==> src/rtl/byte_striping_tx.sv <==
// byte_striping_tx
//   Transmit-side byte striper. A single byte stream at the fast clock is
//   split alternately onto two lanes (lane 0 first). Each lane updates once
//   every two fast-clock cycles; lane_strobe marks the first cycle of every
//   new lane value so downstream logic needs no second clock.
//
// Ports
//   clk_2f          fast clock, the only clock
//   reset           synchronous, active-high reset
//   data_in         input byte
//   valid_in        data_in carries a byte this cycle
//   data_stripe_0   lane 0 byte (registered)
//   data_stripe_1   lane 1 byte (registered)
//   valid_stripe_0  lane 0 byte valid
//   valid_stripe_1  lane 1 byte valid
//   lane_strobe     one-cycle pulse in the first cycle of each lane value
//   byte_count      bytes accepted since reset, wraps modulo 2^CNT_W
module byte_striping_tx #(
  parameter int                 DATA_W = 8,
  parameter logic [DATA_W-1:0]  IDLE   = 8'hBC,
  parameter int                 CNT_W  = 16
) (
  input  logic              clk_2f,
  input  logic              reset,
  input  logic [DATA_W-1:0] data_in,
  input  logic              valid_in,
  output logic [DATA_W-1:0] data_stripe_0,
  output logic [DATA_W-1:0] data_stripe_1,
  output logic              valid_stripe_0,
  output logic              valid_stripe_1,
  output logic              lane_strobe,
  output logic [CNT_W-1:0]  byte_count
);

  // Capture phase holds the first byte of a pair; emit phase drives both lanes.
  typedef enum logic {
    PH_CAPTURE = 1'b0,
    PH_EMIT    = 1'b1
  } phase_e;

  phase_e              phase_q, phase_d;
  logic [DATA_W-1:0]   hold_q, hold_d;
  logic                hold_valid_q, hold_valid_d;
  logic [DATA_W-1:0]   lane0_q, lane0_d;
  logic [DATA_W-1:0]   lane1_q, lane1_d;
  logic                lane0_valid_q, lane0_valid_d;
  logic                lane1_valid_q, lane1_valid_d;
  logic                strobe_q, strobe_d;
  logic [CNT_W-1:0]    count_q, count_d;

  always_ff @(posedge clk_2f) begin
    if (reset) begin
      phase_q       <= PH_CAPTURE;
      hold_q        <= '0;
      hold_valid_q  <= 1'b0;
      lane0_q       <= '0;
      lane1_q       <= '0;
      lane0_valid_q <= 1'b0;
      lane1_valid_q <= 1'b0;
      strobe_q      <= 1'b0;
      count_q       <= '0;
    end else begin
      phase_q       <= phase_d;
      hold_q        <= hold_d;
      hold_valid_q  <= hold_valid_d;
      lane0_q       <= lane0_d;
      lane1_q       <= lane1_d;
      lane0_valid_q <= lane0_valid_d;
      lane1_valid_q <= lane1_valid_d;
      strobe_q      <= strobe_d;
      count_q       <= count_d;
    end
  end

  always_comb begin
    phase_d       = PH_CAPTURE;
    hold_d        = hold_q;
    hold_valid_d  = hold_valid_q;
    lane0_d       = lane0_q;
    lane1_d       = lane1_q;
    lane0_valid_d = lane0_valid_q;
    lane1_valid_d = lane1_valid_q;
    strobe_d      = 1'b0;
    count_d       = valid_in ? count_q + CNT_W'(1) : count_q;

    unique case (phase_q)
      PH_CAPTURE: begin
        phase_d      = PH_EMIT;
        hold_valid_d = valid_in;
        if (valid_in) begin
          hold_d = data_in;
        end
      end
      PH_EMIT: begin
        phase_d      = PH_CAPTURE;
        strobe_d     = 1'b1;
        hold_valid_d = 1'b0;
        // Lane 0 always takes the oldest byte of the frame so the merger,
        // which favours lane 0, rebuilds the original order.
        if (hold_valid_q) begin
          lane0_d       = hold_q;
          lane0_valid_d = 1'b1;
          lane1_d       = valid_in ? data_in : IDLE;
          lane1_valid_d = valid_in;
        end else begin
          lane0_d       = valid_in ? data_in : IDLE;
          lane0_valid_d = valid_in;
          lane1_d       = IDLE;
          lane1_valid_d = 1'b0;
        end
      end
      default: phase_d = PH_CAPTURE;
    endcase
  end

  assign data_stripe_0  = lane0_q;
  assign data_stripe_1  = lane1_q;
  assign valid_stripe_0 = lane0_valid_q;
  assign valid_stripe_1 = lane1_valid_q;
  assign lane_strobe    = strobe_q;
  assign byte_count     = count_q;

endmodule

==> config.mk <==
export PLATFORM = sky130hd
export DESIGN_NAME = byte_striping_tx
export DESIGN_NICKNAME = d
export VERILOG_FILES = /design/src/rtl/byte_striping_tx.sv
export SDC_FILE = /design/constraint.sdc
export NUM_CORES = 1
export LEC_CHECK = 0
export BUFFER_PORTS_ARGS = -buffer_cell sky130_fd_sc_hd__buf_2
export CAP_MARGIN = 5
export CORE_MARGIN = 2
export CORE_UTILIZATION = 55
export CTS_CLUSTER_DIAMETER = 200
export DETAILED_ROUTE_END_ITERATION = 8
export PLACE_DENSITY = 0.94
export SLEW_MARGIN = 40
export SYNTH_ARGS = -nofsm -noshare
export SYNTH_HDL_FRONTEND = slang
export SYNTH_SLANG_ARGS = --single-unit
==> constraint.sdc <==
create_clock -name clk_2f -period 3.2 [get_ports clk_2f]
set_input_delay 0.32 -clock clk_2f [delete_from_list [all_inputs] [get_ports clk_2f]]
set_output_delay 0.32 -clock clk_2f [all_outputs]
set_load 0.02 [all_outputs]
# After elaboration in Yosys (flattened, before gate mapping)
# Index checks and enable logic that the tools add are counted.
[totals]
out_inout_bits = 35
register_bits = 45
input_bits = 11
wordCells = 20
[op_classes]
n_bitwise = 1
n_reduce_logical = 1
addsub = 1
mux = 8
[ops]
columns = ["cell", "count"]
rows = [
  ["two-way mux 8 bit", 3],
  ["adder 16 x 1 -> 16 bit (second input constant)", 1],
  ["one-hot mux 1 bit (2 select lines)", 2],
  ["two-way mux 1 bit", 3],
  ["AND reduction 2 bit", 1],
  ["NOT 1 bit", 1],
]

# Longest topological paths before layout
[logic_depth]
ltp_word = 2
depth_mapped = 6
ltp_nobuf = 5

# Worst setup path after synthesis
# OpenSTA, ideal clock, no wires.
[synth_path]
kind = "flip-flop to flip-flop"
start = "reg count_q[0] (netlist: byte_count[0])"
end = "reg count_q[12] (netlist: byte_count[12])"
path_buffers = 0
arrival_time_ns = 1.632
setup_time_ns = 0.114
synth_period_minus_slack_ns = 1.746
path_slack_ns = 1.454
stages_incl_launch_ff = 6
t_required_ns = 3.086
cell_sequence = "dfxtp_1 ha_1 inv_1 or4_1 xnor2_1 and2b_1"
[synth_between]
elab_chain_cells = 1
[synth_lines]
columns = ["element", "line_no", "source"]
rows = [
  ["start: declaration", "49", "logic [CNT_W-1:0] count_q, count_d;"],
  ["start signal: assignment", "71", "count_q <= count_d;"],
  ["adder 16 x 1 -> 16 bit", "84", "count_d = valid_in ? count_q + CNT_W'(1) : count_q;"],
]
# Every way passes these cells.
# A chain may end at the register's enable or synchronous reset.

# Worst setup path in the final report
# Ends and elaborated chain as after synthesis.

==> impl_metrics.yaml <==
run_status:
  status: "completed"
logic_synthesis:
  synth_compound_area_share_pct: 7.44
  synthArstFlopShare_pct: 0
  synth_cells: 219
  yosys-top-cells-count: "dfxtp_1, nor2_1, nand2_1, a21oi_1, nor2b_1"
  synthFlopType: "dfxtp_1"
  synthSimpleGateAreaFrac_pct: 28.7
  ys_types: 28
  synth_edf_count: 0
  yosys.area_share.xor_xnor_pct: 4.77
  ys_seq_elements: 45
  syn-mean-instance-area_um2: 8.38
  synth_top_cell_by_area: "dfxtp_1"
  netlist_area_mm2: 0.00183
  synth_top_area_share_pct: 49.1
  synth_top_family_by_area: "simple AND/OR/NAND/NOR gates"
  muxShareOfSynthArea_pct: 6.21
  post-synth-top-count-cell: "dfxtp_1"
  synth-seq-area-share_pct: 49.1
  synth_warnings: 0
  syn_nets: 231
  ys_top_cells_by_area: "dfxtp_1, nor2_1, nand2_1"
  synth_fa_ha_area_share_pct: 0.682
finish:
  drive_gt1_share_pct: 22.4
  nets: 270
  syn_to_final_growth_pct: 17.3
  num-fill-cells: 266
  antenna_cells: 0
  final_core_util_pct: 69.3
critical_path:
  crit_arrival_ns: 1.99
  worst_setup_path_end_kind: "flip-flop"
  worstPathRequired_ns: 3.45
  startpoint_type: "flip-flop"
  cp_max_fo: 7
  critical_path_class: "flip-flop to flip-flop"
clock_tree:
  clk_latency_ns: 0.35
  cts_resized: 0
  h-tree-depth: 2
  cts_setup_buffers: 0
  cts_max_path_buffers: 2
  cts_tree: "done"
  clk_pin_slew_ns: 0.13
  holdBufCountCts: 0
  cts_root_buf: "clkbuf_4"
  cts_buffers: 5
  numClockSinks: 45
power_and_ir_drop:
  vdd.ir_drop.worst_mv: 0.310
  p_clk_share_pct: 33.6
  power.leakage_nw: 0.946
  powerDensity_mw_per_mm2: 501
  p_int_uw: 810
  switching_share_pct: 24.7
  p_sw_uw: 266
  seqPwrFrac_pct: 56.4
  power_frac_comb_pct: 10.0
timing:
  setup_violations: 0
  max_freq_ghz: 0.575
  slew-limit-headroom_pct: 43.4
  period_minus_slack_ns: 1.74
  tightestPinTransition_ns: 0.848
  whs_ns: 0.208
  final.setup.tns_ns: 0
  final_hold_viol_count: 0
  fin_crit_sh_pct: 54.4
  rsz0062_at_grt: "false"
  fin_skew_ns: 0.0133
  finalMaxSlewViolations: 0
floorplanning:
  fp.dieH_um: 61.8
  die_area_mm2: 0.00381
  row_count: 20
  coreArea_mm2: 0.00310
  die_w_um: 61.8
  pin_count: 46
  initial_utilization_pct: 59.1
route:
  drtIter0Drc: 86
  detail_route.wl_per_cell_um: 12.6
  drt-vias-per-instance: 5.18
  drc_errors: 0
  antenna_left: 0
  routed_wl_um: 3810
  dr.pass1.iters: 4
  vias: 1570
grt:
  grt-ovfl-total: 0
  gr-usage-all-layers_pct: 22.0
  antenna_found_initial: 0
  grt_pass1_vias: 1442
  grt_pass1_wl_um: 6220
  grt_max_degree: 47
hold_path:
  hold_path.class: "input pin to flip-flop"
placement:
  gp_congestion: 0.800
  place_hpwl_um: 2540
  portBuffers: 45
job:
  maxCapViolCount: 0
[flip-flops by register name, summed over array words and instances, names as in the netlist]
| signal | flops |
|---|---|
| byte_count | 16 |
| data_stripe_0 | 8 |
| valid_stripe_1 | 1 |
| valid_stripe_0 | 1 |
| data_stripe_1 | 8 |
| phase_q | 1 |
| hold_q | 8 |
| hold_valid_q | 1 |
| lane_strobe | 1 |
[path summary, 6_finish.rpt]
kind | from | endpoint | slack (ns) | depth (start not counted)
setup / recovery | byte_count[0] | byte_count[12] | 1.46 | 5
hold / removal | data_in[4] | hold_q[4] | 0.21 | 3
setup reg to reg | byte_count[0] | byte_count[12] | 1.46 | 5
hold reg to reg | valid_stripe_0 | valid_stripe_0 | 0.45 | 2
[logic make-up (layout without fill, tap and decap cells)]
logic type / after synthesis / in the layout
buffers and inverters: 14 / 54
and+or+nand+nor: 112 / 112
muxes: 11 / 11
AOI/OAI and AO/OA: 26 / 26
DFF: 45 / 45
adders and majority gates: 1 / 1
xor gates and xnor gates: 10 / 10
[worst max-delay path, cell delays in order (launching register included)]
cell and delay, ns:
dfxtp_1 0.45, ha_1 0.33, inv_1 0.06, or4_1 0.53, xnor2_1 0.13, and2b_1 0.15
[power by group through the flow]
stage	sequential, mW	combinational (mW)	clock, mW
4_1_cts	0.607	0.108	0.368
3_3_place_gp	0.617	0.105	0
5_1_grt	0.611	0.120	0.393
6_report	0.607	0.108	0.362
2_1_floorplan	0.630	0.0606	0
3_5_place_dp	0.619	0.108	0
[cells in the final DEF, fill, tap and decap left out, types with 2 or more instances in the layout]
cell type	count
a21oi_1	14
and3_1	2
and4_1	2
buf_2	45
clkbuf_4	5
dfxtp_1	45
mux2_2	3
mux2i_1	8
nand2_1	32
nand2b_1	3
nand3_1	6
nand4_1	5
nor2_1	36
nor2b_1	13
nor3_1	8
o21ai_0	10
xnor2_1	4
xor2_1	6
[layer usage]
metal,part of all wire [%],vias to the layer above,GRT usage (%)
li1,-,805,-
met1,44,716,26.2
met2,49,43,38.3
met3,5.3,6,5.59
met4,1.3,0,8.21
met5,0,-,0
[per-stage QoR]
step	cell area, um2	power, mW	worst slack [ns]	cells
after floorplan	1830	0.691	1.45	219
after global placement	2060	0.722	1.47	295
after detailed placement	2060	0.727	1.45	295
after CTS	2150	1.08	1.47	303
after global routing	2150	1.12	1.30	303
final	2150	1.08	1.46	303
[layout make-up]
class	count	area [um2]	area share [%]
sequential	45	901	41.9
multi-input combinational	160	877	40.8
timing repair buffer	45	225	10.5
tap	44	55.1	2.56
clock buffer	6	51.3	2.39
clock inverter	2	37.5	1.75
inverter	1	3.75	0.175
Note: power is estimated with default switching activity, not from simulation.
